`config.mk`:
```
export PLATFORM = sky130hd
export DESIGN_NAME = vga_timing_pattern_gen_flat
export DESIGN_NICKNAME = d
export VERILOG_FILES = /design/src/rtl/vga_timing_pattern_gen_if.sv /design/src/rtl/vga_timing_pattern_gen.sv /design/src/flat_wrapper.sv
export SDC_FILE = /design/constraint.sdc
export NUM_CORES = 1
export LEC_CHECK = 0
export BUFFER_PORTS_ARGS = -buffer_cell sky130_fd_sc_hd__buf_2
export CAP_MARGIN = 20
export CORE_ASPECT_RATIO = 0.7
export CORE_MARGIN = 4
export CORE_UTILIZATION = 40
export DETAILED_ROUTE_END_ITERATION = 8
export PLACE_DENSITY_LB_ADDON = 0.12
export SYNTH_ARGS = -nofsm -noshare
export SYNTH_HDL_FRONTEND = slang
export SYNTH_SLANG_ARGS = --single-unit
export TNS_END_PERCENT = 30
```
`constraint.sdc`:
```
create_clock -name CLK -period 4.14 [get_ports CLK]
set_clock_uncertainty 0.2 [all_clocks]
set_input_delay 0.828 -clock CLK [delete_from_list [all_inputs] [get_ports CLK]]
set_output_delay 0.828 -clock CLK [all_outputs]
set_load 0.1 [all_outputs]
```
`src/rtl/vga_timing_pattern_gen_if.sv`:
```
// ----------------------------------------------------------------------------
// vga_timing_pattern_gen_if
// Groups the pixel-side signals of the VGA timing / pattern generator.
//   i_En          pixel enable, everything advances only when high
//   i_Mode        pattern select, sampled by the generator once per frame
//   i_Solid_RGB   solid colour {R,G,B} for pattern 1
//   o_H_Sync      horizontal sync (asserted level = SYNC_POL)
//   o_V_Sync      vertical sync (asserted level = SYNC_POL)
//   o_Active      visible-pixel flag
//   o_Col/o_Row   position of the pixel currently on the outputs
//   o_Frame_Start high while the outputs show pixel (0,0)
//   o_Red/Green/Blue colour channels
// master: the generator. slave: whoever drives enable/mode and consumes pixels.
// ----------------------------------------------------------------------------
interface vga_timing_pattern_gen_if #(
   parameter int COLOR_W = 3,
   parameter int COL_W   = 10,
   parameter int ROW_W   = 10
);
   logic                   i_En;
   logic [2:0]             i_Mode;
   logic [3*COLOR_W-1:0]   i_Solid_RGB;
   logic                   o_H_Sync;
   logic                   o_V_Sync;
   logic                   o_Active;
   logic [COL_W-1:0]       o_Col;
   logic [ROW_W-1:0]       o_Row;
   logic                   o_Frame_Start;
   logic [COLOR_W-1:0]     o_Red;
   logic [COLOR_W-1:0]     o_Green;
   logic [COLOR_W-1:0]     o_Blue;

   modport master (
      input  i_En, i_Mode, i_Solid_RGB,
      output o_H_Sync, o_V_Sync, o_Active, o_Col, o_Row, o_Frame_Start,
             o_Red, o_Green, o_Blue
   );

   modport slave (
      output i_En, i_Mode, i_Solid_RGB,
      input  o_H_Sync, o_V_Sync, o_Active, o_Col, o_Row, o_Frame_Start,
             o_Red, o_Green, o_Blue
   );
endinterface

```
`src/rtl/vga_timing_pattern_gen.sv`:
```
// ----------------------------------------------------------------------------
// vga_timing_pattern_gen
// VGA sync/porch timing plus test-pattern generation in one block. A col/row
// counter walks the full raster; one register stage turns the current count
// into sync, active, position, frame-start and RGB, so all outputs line up.
// Ports:
//   CLK  pixel clock
//   RST  asynchronous active-high reset
//   bus  vga_timing_pattern_gen_if.master (enable, mode, solid colour in;
//        syncs, active, col/row, frame start, RGB out)
// Patterns: 0 black, 1 solid, 2 eight colour bars, 3 checkerboard,
//           4 border, 5 grey gradient, 6/7 black.
// ----------------------------------------------------------------------------
module vga_timing_pattern_gen #(
   parameter int H_ACTIVE   = 640,
   parameter int H_FP       = 16,
   parameter int H_SYNC     = 96,
   parameter int H_BP       = 48,
   parameter int V_ACTIVE   = 480,
   parameter int V_FP       = 10,
   parameter int V_SYNC     = 2,
   parameter int V_BP       = 33,
   parameter int COLOR_W    = 3,
   parameter int SYNC_POL   = 0,
   parameter int CHECK_LOG2 = 5,
   parameter int GRAD_SHIFT = 7
) (
   input  logic                      CLK,
   input  logic                      RST,
   vga_timing_pattern_gen_if.master  bus
);
   localparam int   H_TOTAL = H_ACTIVE + H_FP + H_SYNC + H_BP;
   localparam int   V_TOTAL = V_ACTIVE + V_FP + V_SYNC + V_BP;
   localparam int   COL_W   = $clog2(H_TOTAL);
   localparam int   ROW_W   = $clog2(V_TOTAL);
   localparam int   BAR_W   = H_ACTIVE / 8;
   localparam int   SUB_W   = (BAR_W > 1) ? $clog2(BAR_W) : 1;
   localparam logic SYNC_ON = (SYNC_POL != 0);

   typedef struct packed {
      logic                 hs;
      logic                 vs;
      logic                 act;
      logic                 fs;
      logic [COL_W-1:0]     col;
      logic [ROW_W-1:0]     row;
      logic [3*COLOR_W-1:0] rgb;
   } pix_t;

   logic [COL_W-1:0]   r_col;
   logic [ROW_W-1:0]   r_row;
   logic [SUB_W-1:0]   r_sub;   // position inside the current colour bar
   logic [2:0]         r_bar;   // colour bar index, tracks r_col without a divider
   logic [2:0]         r_mode;
   pix_t               r_out;
   pix_t               w_pix;

   logic               w_col_end, w_row_end, w_sub_end, w_active;
   logic               w_cbit, w_rbit, w_edge;
   logic [COLOR_W-1:0] w_grey;

   assign w_col_end = 32'(r_col) == H_TOTAL - 1;
   assign w_row_end = 32'(r_row) == V_TOTAL - 1;
   assign w_sub_end = 32'(r_sub) == BAR_W - 1;
   assign w_active  = (32'(r_col) < H_ACTIVE) && (32'(r_row) < V_ACTIVE);

   // Shift-and-mask keeps the pattern bit selects legal even when the
   // requested bit lies above the counter width (it simply reads as zero).
   assign w_cbit = ((r_col >> CHECK_LOG2) & COL_W'(1)) != '0;
   assign w_rbit = ((r_row >> CHECK_LOG2) & ROW_W'(1)) != '0;
   assign w_grey = COLOR_W'(r_col >> GRAD_SHIFT);
   assign w_edge = (r_col == '0) || (32'(r_col) == H_ACTIVE - 1) ||
                   (r_row == '0) || (32'(r_row) == V_ACTIVE - 1);

   // Raster counters; the mode is taken on the very last pixel of a frame so
   // it only ever changes between frames.
   always_ff @(posedge CLK or posedge RST) begin
      if (RST) begin
         r_col  <= '0;
         r_row  <= '0;
         r_sub  <= '0;
         r_bar  <= '0;
         r_mode <= '0;
      end else if (bus.i_En) begin
         if (w_col_end) begin
            r_col <= '0;
            r_sub <= '0;
            r_bar <= '0;
            if (w_row_end) begin
               r_row  <= '0;
               r_mode <= bus.i_Mode;
            end else begin
               r_row <= r_row + 1'b1;
            end
         end else begin
            r_col <= r_col + 1'b1;
            if (w_sub_end) begin
               r_sub <= '0;
               r_bar <= r_bar + 1'b1;
            end else begin
               r_sub <= r_sub + 1'b1;
            end
         end
      end
   end

   always_comb begin
      w_pix     = '0;
      w_pix.hs  = ((32'(r_col) >= H_ACTIVE + H_FP) &&
                   (32'(r_col) <  H_ACTIVE + H_FP + H_SYNC)) ? SYNC_ON : ~SYNC_ON;
      w_pix.vs  = ((32'(r_row) >= V_ACTIVE + V_FP) &&
                   (32'(r_row) <  V_ACTIVE + V_FP + V_SYNC)) ? SYNC_ON : ~SYNC_ON;
      w_pix.act = w_active;
      w_pix.fs  = (r_col == '0) && (r_row == '0);
      w_pix.col = r_col;
      w_pix.row = r_row;
      if (w_active) begin
         case (r_mode)
            3'd1:    w_pix.rgb = bus.i_Solid_RGB;
            3'd2:    w_pix.rgb = {{COLOR_W{r_bar[2]}}, {COLOR_W{r_bar[1]}},
                                  {COLOR_W{r_bar[0]}}};
            3'd3:    w_pix.rgb = {(3*COLOR_W){w_cbit ^ w_rbit}};
            3'd4:    w_pix.rgb = {(3*COLOR_W){w_edge}};
            3'd5:    w_pix.rgb = {w_grey, w_grey, w_grey};
            default: w_pix.rgb = '0;
         endcase
      end
   end

   // Single output stage shared by every output so they stay aligned.
   always_ff @(posedge CLK or posedge RST) begin
      if (RST) begin
         r_out    <= '0;
         r_out.hs <= ~SYNC_ON;
         r_out.vs <= ~SYNC_ON;
      end else if (bus.i_En) begin
         r_out <= w_pix;
      end
   end

   assign bus.o_H_Sync      = r_out.hs;
   assign bus.o_V_Sync      = r_out.vs;
   assign bus.o_Active      = r_out.act;
   assign bus.o_Frame_Start = r_out.fs;
   assign bus.o_Col         = r_out.col;
   assign bus.o_Row         = r_out.row;
   assign bus.o_Red         = r_out.rgb[3*COLOR_W-1 -: COLOR_W];
   assign bus.o_Green       = r_out.rgb[2*COLOR_W-1 -: COLOR_W];
   assign bus.o_Blue        = r_out.rgb[COLOR_W-1:0];
endmodule

```
`src/flat_wrapper.sv`:
```
// flat-port wrapper written by rule: the top's interface ports become plain ports
module vga_timing_pattern_gen_flat 
#(
   parameter int H_ACTIVE   = 640,
   parameter int H_FP       = 16,
   parameter int H_SYNC     = 96,
   parameter int H_BP       = 48,
   parameter int V_ACTIVE   = 480,
   parameter int V_FP       = 10,
   parameter int V_SYNC     = 2,
   parameter int V_BP       = 33,
   parameter int COLOR_W    = 3,
   parameter int SYNC_POL   = 0,
   parameter int CHECK_LOG2 = 5,
   parameter int GRAD_SHIFT = 7
)
  (CLK, RST, bus_i_En, bus_i_Mode, bus_i_Solid_RGB, bus_o_H_Sync, bus_o_V_Sync, bus_o_Active, bus_o_Col, bus_o_Row, bus_o_Frame_Start, bus_o_Red, bus_o_Green, bus_o_Blue);
  vga_timing_pattern_gen_if #(.COLOR_W(COLOR_W)) bus_i ();
  input  logic CLK;
  input  logic RST;
  input wire logic [$bits(bus_i.i_En)-1:0] bus_i_En;
  input wire logic [$bits(bus_i.i_Mode)-1:0] bus_i_Mode;
  input wire logic [$bits(bus_i.i_Solid_RGB)-1:0] bus_i_Solid_RGB;
  output wire logic [$bits(bus_i.o_H_Sync)-1:0] bus_o_H_Sync;
  output wire logic [$bits(bus_i.o_V_Sync)-1:0] bus_o_V_Sync;
  output wire logic [$bits(bus_i.o_Active)-1:0] bus_o_Active;
  output wire logic [$bits(bus_i.o_Col)-1:0] bus_o_Col;
  output wire logic [$bits(bus_i.o_Row)-1:0] bus_o_Row;
  output wire logic [$bits(bus_i.o_Frame_Start)-1:0] bus_o_Frame_Start;
  output wire logic [$bits(bus_i.o_Red)-1:0] bus_o_Red;
  output wire logic [$bits(bus_i.o_Green)-1:0] bus_o_Green;
  output wire logic [$bits(bus_i.o_Blue)-1:0] bus_o_Blue;
  assign bus_i.i_En = bus_i_En;
  assign bus_i.i_Mode = bus_i_Mode;
  assign bus_i.i_Solid_RGB = bus_i_Solid_RGB;
  assign bus_o_H_Sync = bus_i.o_H_Sync;
  assign bus_o_V_Sync = bus_i.o_V_Sync;
  assign bus_o_Active = bus_i.o_Active;
  assign bus_o_Col = bus_i.o_Col;
  assign bus_o_Row = bus_i.o_Row;
  assign bus_o_Frame_Start = bus_i.o_Frame_Start;
  assign bus_o_Red = bus_i.o_Red;
  assign bus_o_Green = bus_i.o_Green;
  assign bus_o_Blue = bus_i.o_Blue;
  vga_timing_pattern_gen #(.H_ACTIVE(H_ACTIVE), .H_FP(H_FP), .H_SYNC(H_SYNC), .H_BP(H_BP), .V_ACTIVE(V_ACTIVE), .V_FP(V_FP), .V_SYNC(V_SYNC), .V_BP(V_BP), .COLOR_W(COLOR_W), .SYNC_POL(SYNC_POL), .CHECK_LOG2(CHECK_LOG2), .GRAD_SHIFT(GRAD_SHIFT)) u_core (.CLK(CLK), .RST(RST), .bus(bus_i));
endmodule
```
==> metrics.md, run 1 <==
| Metric | Value |
|---|---|
| Setup repair after global routing missed its margin | `false` |
| Slew at the pin closest to its max-slew limit | `a little under 1 ns` |
| Sequential share of the synthesized area | `between 50% and 60%` |
| Kind of start point of the critical path | `input pin` |
| GR Util All Layers | `between 10% and 20%` |
| Max-capacitance violation count | `0` |
| Static Leak | `1.75 nW` |
| Worst Setup Path Type | `input pin to register` |
| Total half-perimeter wirelength after legalization and detailed placement | `roughly 4800 um` |
| Total power of the final layout | `~2.1 mW` |
| Nets in the synthesized netlist | `315` |
| Synth area leaders | `sky130_fd_sc_hd__dfrtp_1 (50%), sky130_fd_sc_hd__mux2_2 (9.2%), sky130_fd_sc_hd__nor2_1 (2.5%)` |
| Chip Width | `115 um` |
| Initial DRC count | `119` |
| Most common cell in the synthesized netlist | `sky130_fd_sc_hd__dfrtp_1` |
| Count of hold buffers inserted by post-cts repair | `0` |
| Pwr dens | `~550 nW/um2` |
| Number of top-level pins | `48` |
| CTS tree | `yes` |
| Vias in the first global route | `approximately 2200` |
| Required arrival time at the worst endpoint | `4.14 ns` |
| Synthesized area | `between 3000 and 4000 um2` |
| Number of antenna violations at the first check in global routing | `0` |
| Area share of the largest cell type after synthesis | `between 50% and 60%` |
| Arrival @ worst endpoint | `approximately 2.5 ns` |
| Final standard cell area without fillers | `approximately 3800 um2` |
| Total wire length after detailed routing | `6800 um` |
| First-pass GRT wire length | `11200 um` |
| Max-Slew Margin vs Limit | `around a third` |
| Run status | `finished, final reports clean` |
| Largest family of logic cells by synthesized area | `simple AND/OR/NAND/NOR gates` |
| CP Buf/Inv Count | `2` |
| Post-route setup TNS | `0 ns` |
| Worst Setup End Kind | `register` |
| Number of port buffers | `47` |
| Commonest cells in the synthesized netlist | `sky130_fd_sc_hd__dfrtp_1 (64), sky130_fd_sc_hd__mux2_2 (26), sky130_fd_sc_hd__nor2_1 (21)` |
| Clock slew at reported path FFs | `0.05 ns` |
| Area share of xor/xnor cells in the synthesized design | `approximately 4.7%` |
| Maximum count of clock buffers along a single path | `2` |
| Count of antenna diodes in the layout | `0` |
| CP cell instances | `buf_2 -> buf_4 -> nand4_1 -> nor4_1 -> o21ai_0 -> nand2_1 -> o21ai_0` |
| First-pass iteration count of the detailed router | `4` |
| Remaining Overflow, GRT | `0` |
| Family with the most delay on the worst path | `simple AND/OR/NAND/NOR gates` |
| Routed wire length per instance | `around 15 um` |
| Number of synthesized register bits | `66` |
| Final cycle utilization of the critical path | `between 50% and 60%` |
| Clock insertion delay at the later pin of the skew report | `~0.33 ns` |
| Remaining DRCs | `0` |
| Post-layout net count | `about 360` |
| Die Y | `82.7 um` |
| Library cell occupying the most area in the post-synthesis netlist | `sky130_fd_sc_hd__dfrtp_1` |
| Post-route antenna net violation count | `0` |
| Distinct cell type count of the synthesized netlist | `46` |
| Slowest Stage Delay on Critical Path | `about 0.48 ns` |
| Largest net degree at the start of global routing | `52` |
| Most used flip-flop cell after synthesis | `sky130_fd_sc_hd__dfrtp_1` |
| Number of clock sinks | `66` |
| Initial Utilization | `approximately 42%` |
| Crit path top cell by count | `sky130_fd_sc_hd__o21ai_0` |
| # H-tree levels | `3` |
| Post-synth ARST share | `between 90% and 100%` |
| Library cell contributing the largest single delay on the critical path | `sky130_fd_sc_hd__buf_4` |
| Vias after detailed routing | `~2300` |
| Area of the placeable core | `7510 um2` |
| Syn avg cell area | `10.8 um2` |
| Clock buffer count from CTS | `9` |
| # rows | `26` |
| Fraction of the mapped netlist area in compound gates | `a little under a tenth` |
| Placement Setup Slack | `1.31 ns` |
| R2R setup slack | `between 1.5 and 2 ns` |
| Number of buffers inserted by post-CTS setup repair | `0` |
| Peak supply drop | `roughly 0.47 mV` |
| Final Critical Period | `2.48 ns` |
| Final Hold Slack | `0.290 ns` |
| Cell count after synthesis | `between 200 and 300` |
| Achievable clock frequency | `~400 MHz` |
| Post-synthesis adder-cell area fraction | `2.36%` |
| Max FO, Critical Path | `51` |
| Total cell area at the placement stage | `3490 um2` |
| Yosys warnings | `0` |
| Die Outline Area | `about 9500 um2` |
| Area added between synthesis and finish | `18.9%` |
| Worst setup margin | `about 1.7 ns` |
| Post-CTS sizing | `0` |
| # setup viols final | `0` |
| Portion of netlist area occupied by mux cells | `9.51%` |
| Number of flops mapped to enable cells by yosys | `0` |
| Final count of pins violating max slew | `0` |
| Vias per cell | `about 5.1` |
| Fraction of final layout cells sized beyond drive strength 1 | `between 20% and 30%` |
| Number of failing hold endpoints at the final stage | `0` |
| Routability cong. | `0.782` |
| Worst min-delay path category | `register to register` |
| Area fraction in and, or, nand and nor cells after synthesis | `between 10% and 20%` |
| Root cell of the clock tree | `sky130_fd_sc_hd__clkbuf_16` |
==> logic make-up (layout without fill, tap and decap cells) <==
logic type / Yosys count / in the layout
AOI/OAI and AO/OA: 45 / 45
DFF: 66 / 66
xor gates and xnor gates: 17 / 17
muxes: 27 / 27
adders and majority gates: 6 / 6
buffers and inverters: 37 / 86
and+or+nand+nor: 96 / 96
==> per-stage QoR <==
stage	std cells	util [%]
after global routing	441	50.4
final	441	50.4
after CTS	441	50.4
after detailed placement	425	46.4
after global placement	425	46.4
after floorplan	294	-
==> registers in the layout, summed over array words and instances, names as in the netlist <==
register and count:
u_core.bus.o_Green 3, u_core.bus.o_Col 10, u_core.bus.o_V_Sync 1, u_core.bus.o_Blue 3, u_core.bus.o_Red 3, u_core.bus.o_Active 1
u_core.r_row 10, u_core.r_sub 7, u_core.r_bar 3, u_core.r_mode 3, u_core.r_col 10, u_core.bus.o_Row 10
u_core.bus.o_H_Sync 1, u_core.bus.o_Frame_Start 1
==> tightest hold or removal path: stages, from the launching register on <==
cell and delay (ns):
sky130_fd_sc_hd__dfstp_2 0.36, sky130_fd_sc_hd__nor2_1 0.08, sky130_fd_sc_hd__a21oi_1 0.05
==> where the power goes <==
group | internal (mW) | switching, mW | leakage, nW | total, mW
sequential | 0.737 | 0.115 | 0.854 | 0.852
clock | 0.482 | 0.270 | 0.143 | 0.753
combinational | 0.130 | 0.345 | 0.752 | 0.475
total | 1.35 | 0.730 | 1.75 | 2.08
==> final timing paths <==
path	depth (start not counted)	from	endpoint
worst max-delay path	7	bus_i_En	u_core.r_col[9]
worst min-delay path	2	u_core.bus.o_V_Sync	u_core.bus.o_V_Sync
worst max register to register	6	u_core.r_col[0]	u_core.r_row[9]
worst min register to register	2	u_core.bus.o_V_Sync	u_core.bus.o_V_Sync
max in group asynchronous	3	RST	u_core.bus.o_H_Sync
min in group asynchronous	2	RST	u_core.bus.o_Row[5]
==> layout make-up <==
| class | count | area [um2] |
|---|---|---|
| multi-input combinational | 191 | 1380 |
| fill | 717 | 3730 |
| sequential | 66 | 1650 |
| clock buffer | 12 | 246 |
| tap | 98 | 123 |
| timing repair buffer | 50 | 258 |
| clock inverter | 4 | 51.3 |
| inverter | 20 | 75.1 |
==> placed cells by master (no fill, tap or decap), types with 4 or more instances in the layout <==
master / n
sky130_fd_sc_hd__a21oi_1: 12
sky130_fd_sc_hd__and3_1: 5
sky130_fd_sc_hd__buf_2: 47
sky130_fd_sc_hd__clkbuf_16: 9
sky130_fd_sc_hd__dfrtp_1: 64
sky130_fd_sc_hd__ha_1: 6
sky130_fd_sc_hd__inv_1: 19
sky130_fd_sc_hd__mux2_2: 26
sky130_fd_sc_hd__nand2_1: 20
sky130_fd_sc_hd__nand2b_1: 4
sky130_fd_sc_hd__nand3_1: 9
sky130_fd_sc_hd__nand4_1: 9
sky130_fd_sc_hd__nor2_1: 21
sky130_fd_sc_hd__nor3_1: 5
sky130_fd_sc_hd__o21ai_0: 10
sky130_fd_sc_hd__o221ai_1: 9
sky130_fd_sc_hd__o22ai_1: 4
sky130_fd_sc_hd__xnor2_1: 9
sky130_fd_sc_hd__xor2_1: 8
==> metal layers <==
metal	share of wire [%]	global-route usage [%]	vias to the layer above
li1	-	-	1131
met5	0	0	-
met2	40	21.3	54
met4	0.96	5.69	0
met3	5.5	4.73	5
met1	54	22.7	1067
(Power assumes the default switching activity.)
==> run 2: changes to the inputs <==
Settings changed: ABC_AREA set to 1.
Clock period 4.14 ns to 2.1 ns, I/O delays scaled along.
==> metrics.md, run 2 <==
| Metric | Value |
|---|---|
| Area share of the largest cell type after synthesis | `47.9% (-2.3 points)` |
| Sequential share of the synthesized area | `49.5% (-2.4 points)` |
| Max FO, Critical Path | `2 (-96%)` |
| Worst min-delay path category | `input pin to register` |
| Remaining DRCs | `0 (unchanged)` |
| CP Buf/Inv Count | `1 (-1)` |
| Root cell of the clock tree | `sky130_fd_sc_hd__clkbuf_16` |
| Worst Setup End Kind | `primary output` |
| Post-layout net count | `483 (+35%)` |
| Combinational Power Share | `29.9% (+7.1 points)` |
| Post-synth ARST share | `100% (unchanged)` |
| Post-route antenna net violation count | `0 (unchanged)` |
| Max-capacitance violation count | `0 (unchanged)` |
| CTS tree | `yes` |
| Most common cell in the synthesized netlist | `sky130_fd_sc_hd__nand2_1` |
| Maximum count of clock buffers along a single path | `2 (unchanged)` |
| Die Y | `84.5 um (+2.2%)` |
| Synth area leaders | `sky130_fd_sc_hd__dfrtp_1 (48%), sky130_fd_sc_hd__nand2_1 (11%), sky130_fd_sc_hd__nor2_1 (5.4%)` |
| Leading cell type in the layout, fill and taps excluded | `sky130_fd_sc_hd__nand2_1` |
| Clock slew at reported path FFs | `0.05 ns (about the same)` |
| GR Util All Layers | `18.4% (+3.0 points)` |
| Number of antenna violations at the first check in global routing | `0 (unchanged)` |
| Flop pwr share | `37.4% (-3.6 points)` |
| Share of total power consumed by net switching | `39.6% (+4.5 points)` |
| Static Leak | `2.10 nW (+20%)` |
| Remaining Overflow, GRT | `0 (unchanged)` |
| Largest net degree at the start of global routing | `67 (+29%)` |
| Number of synthesized register bits | `66 (unchanged)` |
| Routability cong. | `0.956 (+22%)` |
| Number of failing hold endpoints at the final stage | `0 (unchanged)` |
| Fraction of final layout cells sized beyond drive strength 1 | `19.3% (-9.9 points)` |
| Count of hold buffers inserted by post-cts repair | `1 (+1)` |
| Vias per cell | `5.02 (-2.0%)` |
| Cell count after synthesis | `406 (+38%)` |
| First-pass GRT wire length | `14100 um (+26%)` |
| Post-CTS sizing | `0 (unchanged)` |
| Post-route setup TNS | `0 ns (unchanged)` |
| Worst Setup Path Type | `register to primary output` |
| Chip Width | `117 um (+2.2%)` |
| Initial DRC count | `245 (+110%)` |
| Final cycle utilization of the critical path | `about nine tenths` |
| Area of the placeable core | `8010 um2 (+6.5%)` |
| Total cell area at the placement stage | `3720 um2 (+6.6%)` |
| # setup viols final | `0 (unchanged)` |
| Routed wire length per instance | `14.6 um (-5.3%)` |
| Total wire length after detailed routing | `8290 um (+22%)` |
| Total half-perimeter wirelength after legalization and detailed placement | `6030 um (+26%)` |
| Cell count after placement | `551 (+30%)` |
| Setup repair after global routing missed its margin | `false` |
| Required arrival time at the worst endpoint | `1.48 ns (-2.66 ns)` |
| Run status | `finished, final reports clean` |
| Most used cells in the layout excluding fill and tap cells | `sky130_fd_sc_hd__nand2_1 (100), sky130_fd_sc_hd__dfrtp_1 (64), sky130_fd_sc_hd__nor2_1 (48)` |
| Slew at the pin closest to its max-slew limit | `0.544 ns (-0.447 ns)` |
| Arrival @ worst endpoint | `1.28 ns (-1.20 ns)` |
| # rows | `27 (+3.8%)` |
| Clock buffer count from CTS | `9 (unchanged)` |
| Family with the most delay on the worst path | `flip-flops` |
| Kind of start point of the critical path | `register` |
| Syn avg cell area | `8.23 um2 (-24%)` |
| CP cell instances | `buf_2` |
| Final count of pins violating max slew | `0 (unchanged)` |
| Filler cell count | `769 (+7.3%)` |
| Total power of the final layout | `4.59 mW (+120%)` |
| Pwr dens | `1140 nW/um2 (+110%)` |
| Die Outline Area | `9900 um2 (+4.5%)` |
| Number of top-level pins | `48 (unchanged)` |
| Number of clock sinks | `66 (unchanged)` |
| Final standard cell area without fillers | `4030 um2 (+6.4%)` |
| Number of flops mapped to enable cells by yosys | `0 (unchanged)` |
| Clock insertion delay at the later pin of the skew report | `0.33 ns (about the same)` |
| Yosys warnings | `0 (unchanged)` |
| Peak supply drop | `0.737 mV (+55%)` |
| Int Pwr | `2.77 mW (+110%)` |
| Count of antenna diodes in the layout | `0 (unchanged)` |
| Number of non-filler instances in the completed layout | `568 (+29%)` |
| Final Critical Period | `~1.9 ns` |
| Clock share of power | `32.7% (-3.5 points)` |
| Number of buffers inserted by post-CTS setup repair | `0 (unchanged)` |
| Net switching component of the power | `1.82 mW (+150%)` |
| First-pass iteration count of the detailed router | `5 (+1)` |
| Slowest Stage Delay on Critical Path | `0.53 ns (+0.05 ns)` |
| Commonest cells in the synthesized netlist | `sky130_fd_sc_hd__nand2_1 (100), sky130_fd_sc_hd__dfrtp_1 (64), sky130_fd_sc_hd__nor2_1 (48)` |
| Vias in the first global route | `2783 (+26%)` |
| Distinct cell type count of the synthesized netlist | `35 (-24%)` |
| Nets in the synthesized netlist | `427 (+36%)` |
| Achievable clock frequency | `between 500 and 600 MHz` |
| Max-Slew Margin vs Limit | `63.6% (+30 points)` |
| Area added between synthesis and finish | `20.6%` |
| Library cell occupying the most area in the post-synthesis netlist | `sky130_fd_sc_hd__dfrtp_1` |
| Initial Utilization | `41.7% (-0.67 points)` |
| Final Hold Slack | `0.119 ns (-0.171 ns)` |
| Number of port buffers | `47 (unchanged)` |
| Synthesized area | `3340 um2 (+4.9%)` |
| Library cell contributing the largest single delay on the critical path | `sky130_fd_sc_hd__dfstp_2` |
| Most used flip-flop cell after synthesis | `sky130_fd_sc_hd__dfrtp_1` |
| # H-tree levels | `3 (unchanged)` |
| Vias after detailed routing | `2850 (+26%)` |
-- run 2: final timing paths --
| path | start | endpoint | slack [ns] | cells after the start |
|---|---|---|---|---|
| max | u_core.bus.o_V_Sync | bus_o_V_Sync | 0.20 | 1 |
| min | bus_i_Mode[2] | u_core.r_mode[2] | 0.12 | 3 |
| max reg2reg | u_core.r_col[0] | u_core.r_bar[1] | 0.22 | 7 |
| min reg2reg | u_core.bus.o_Col[1] | u_core.bus.o_Col[1] | 0.26 | 2 |
| max in group asynchronous | RST | u_core.bus.o_Red[0] | 0.85 | 4 |
| min in group asynchronous | RST | u_core.bus.o_Row[3] | 0.52 | 4 |
-- run 2: power by group through the flow --
stage,Sequential [mW],Combinational [mW],Clock [mW]
after floorplan,2.29,0.506,0
after global placement,1.73,1.36,0
after detailed placement,1.73,1.37,0
after CTS,1.71,1.37,1.55
final,1.72,1.37,1.50
after global routing,1.75,1.49,1.61
-- run 2: per-layer routing --
metal  vias to the layer above  global-route usage (%)  wire, um  part of all wire (%)
li1                       1421                       -         -                     -
met1                      1311                    29.7      4370                    53
met2                       104                    22.7      3080                    37
met3                        14                    6.77       750                   9.0
met4                         0                    4.58        85                   1.0
met5                         -                       0         0                     0
-- run 2: logic make-up (layout without fill, tap and decap cells) --
logic type	Yosys count	after routing	synth area share, %
muxes	1	1	0.300
DFF	66	66	49.5
buffers and inverters	54	115	6.37
xor gates and xnor gates	14	14	3.67
AOI/OAI and AO/OA	47	47	7.49
adders and majority gates	6	6	2.25
and+or+nand+nor	218	218	30.4
-- run 2: final cells by class --
type                            count  area, um2  share of cell area, %
Clock buffer                       14        264                   6.55
Clock inverter                      2       35.0                  0.870
Inverter                           45        173                   4.29
Multi-Input combinational cell    286       1470                   36.6
Sequential cell                    66       1650                   41.1
Tap cell                          101        126                   3.14
Timing Repair Buffer               54        303                   7.52
-- run 2: stage by stage --
step | setup WS [ns] | utilization (%)
2_1_floorplan | 0.420 | -
3_3_place_gp | 0.168 | 46.5
3_5_place_dp | 0.222 | 46.5
4_1_cts | 0.182 | 50.3
5_1_grt | 0.0294 | 50.3
6_report | 0.201 | 50.3
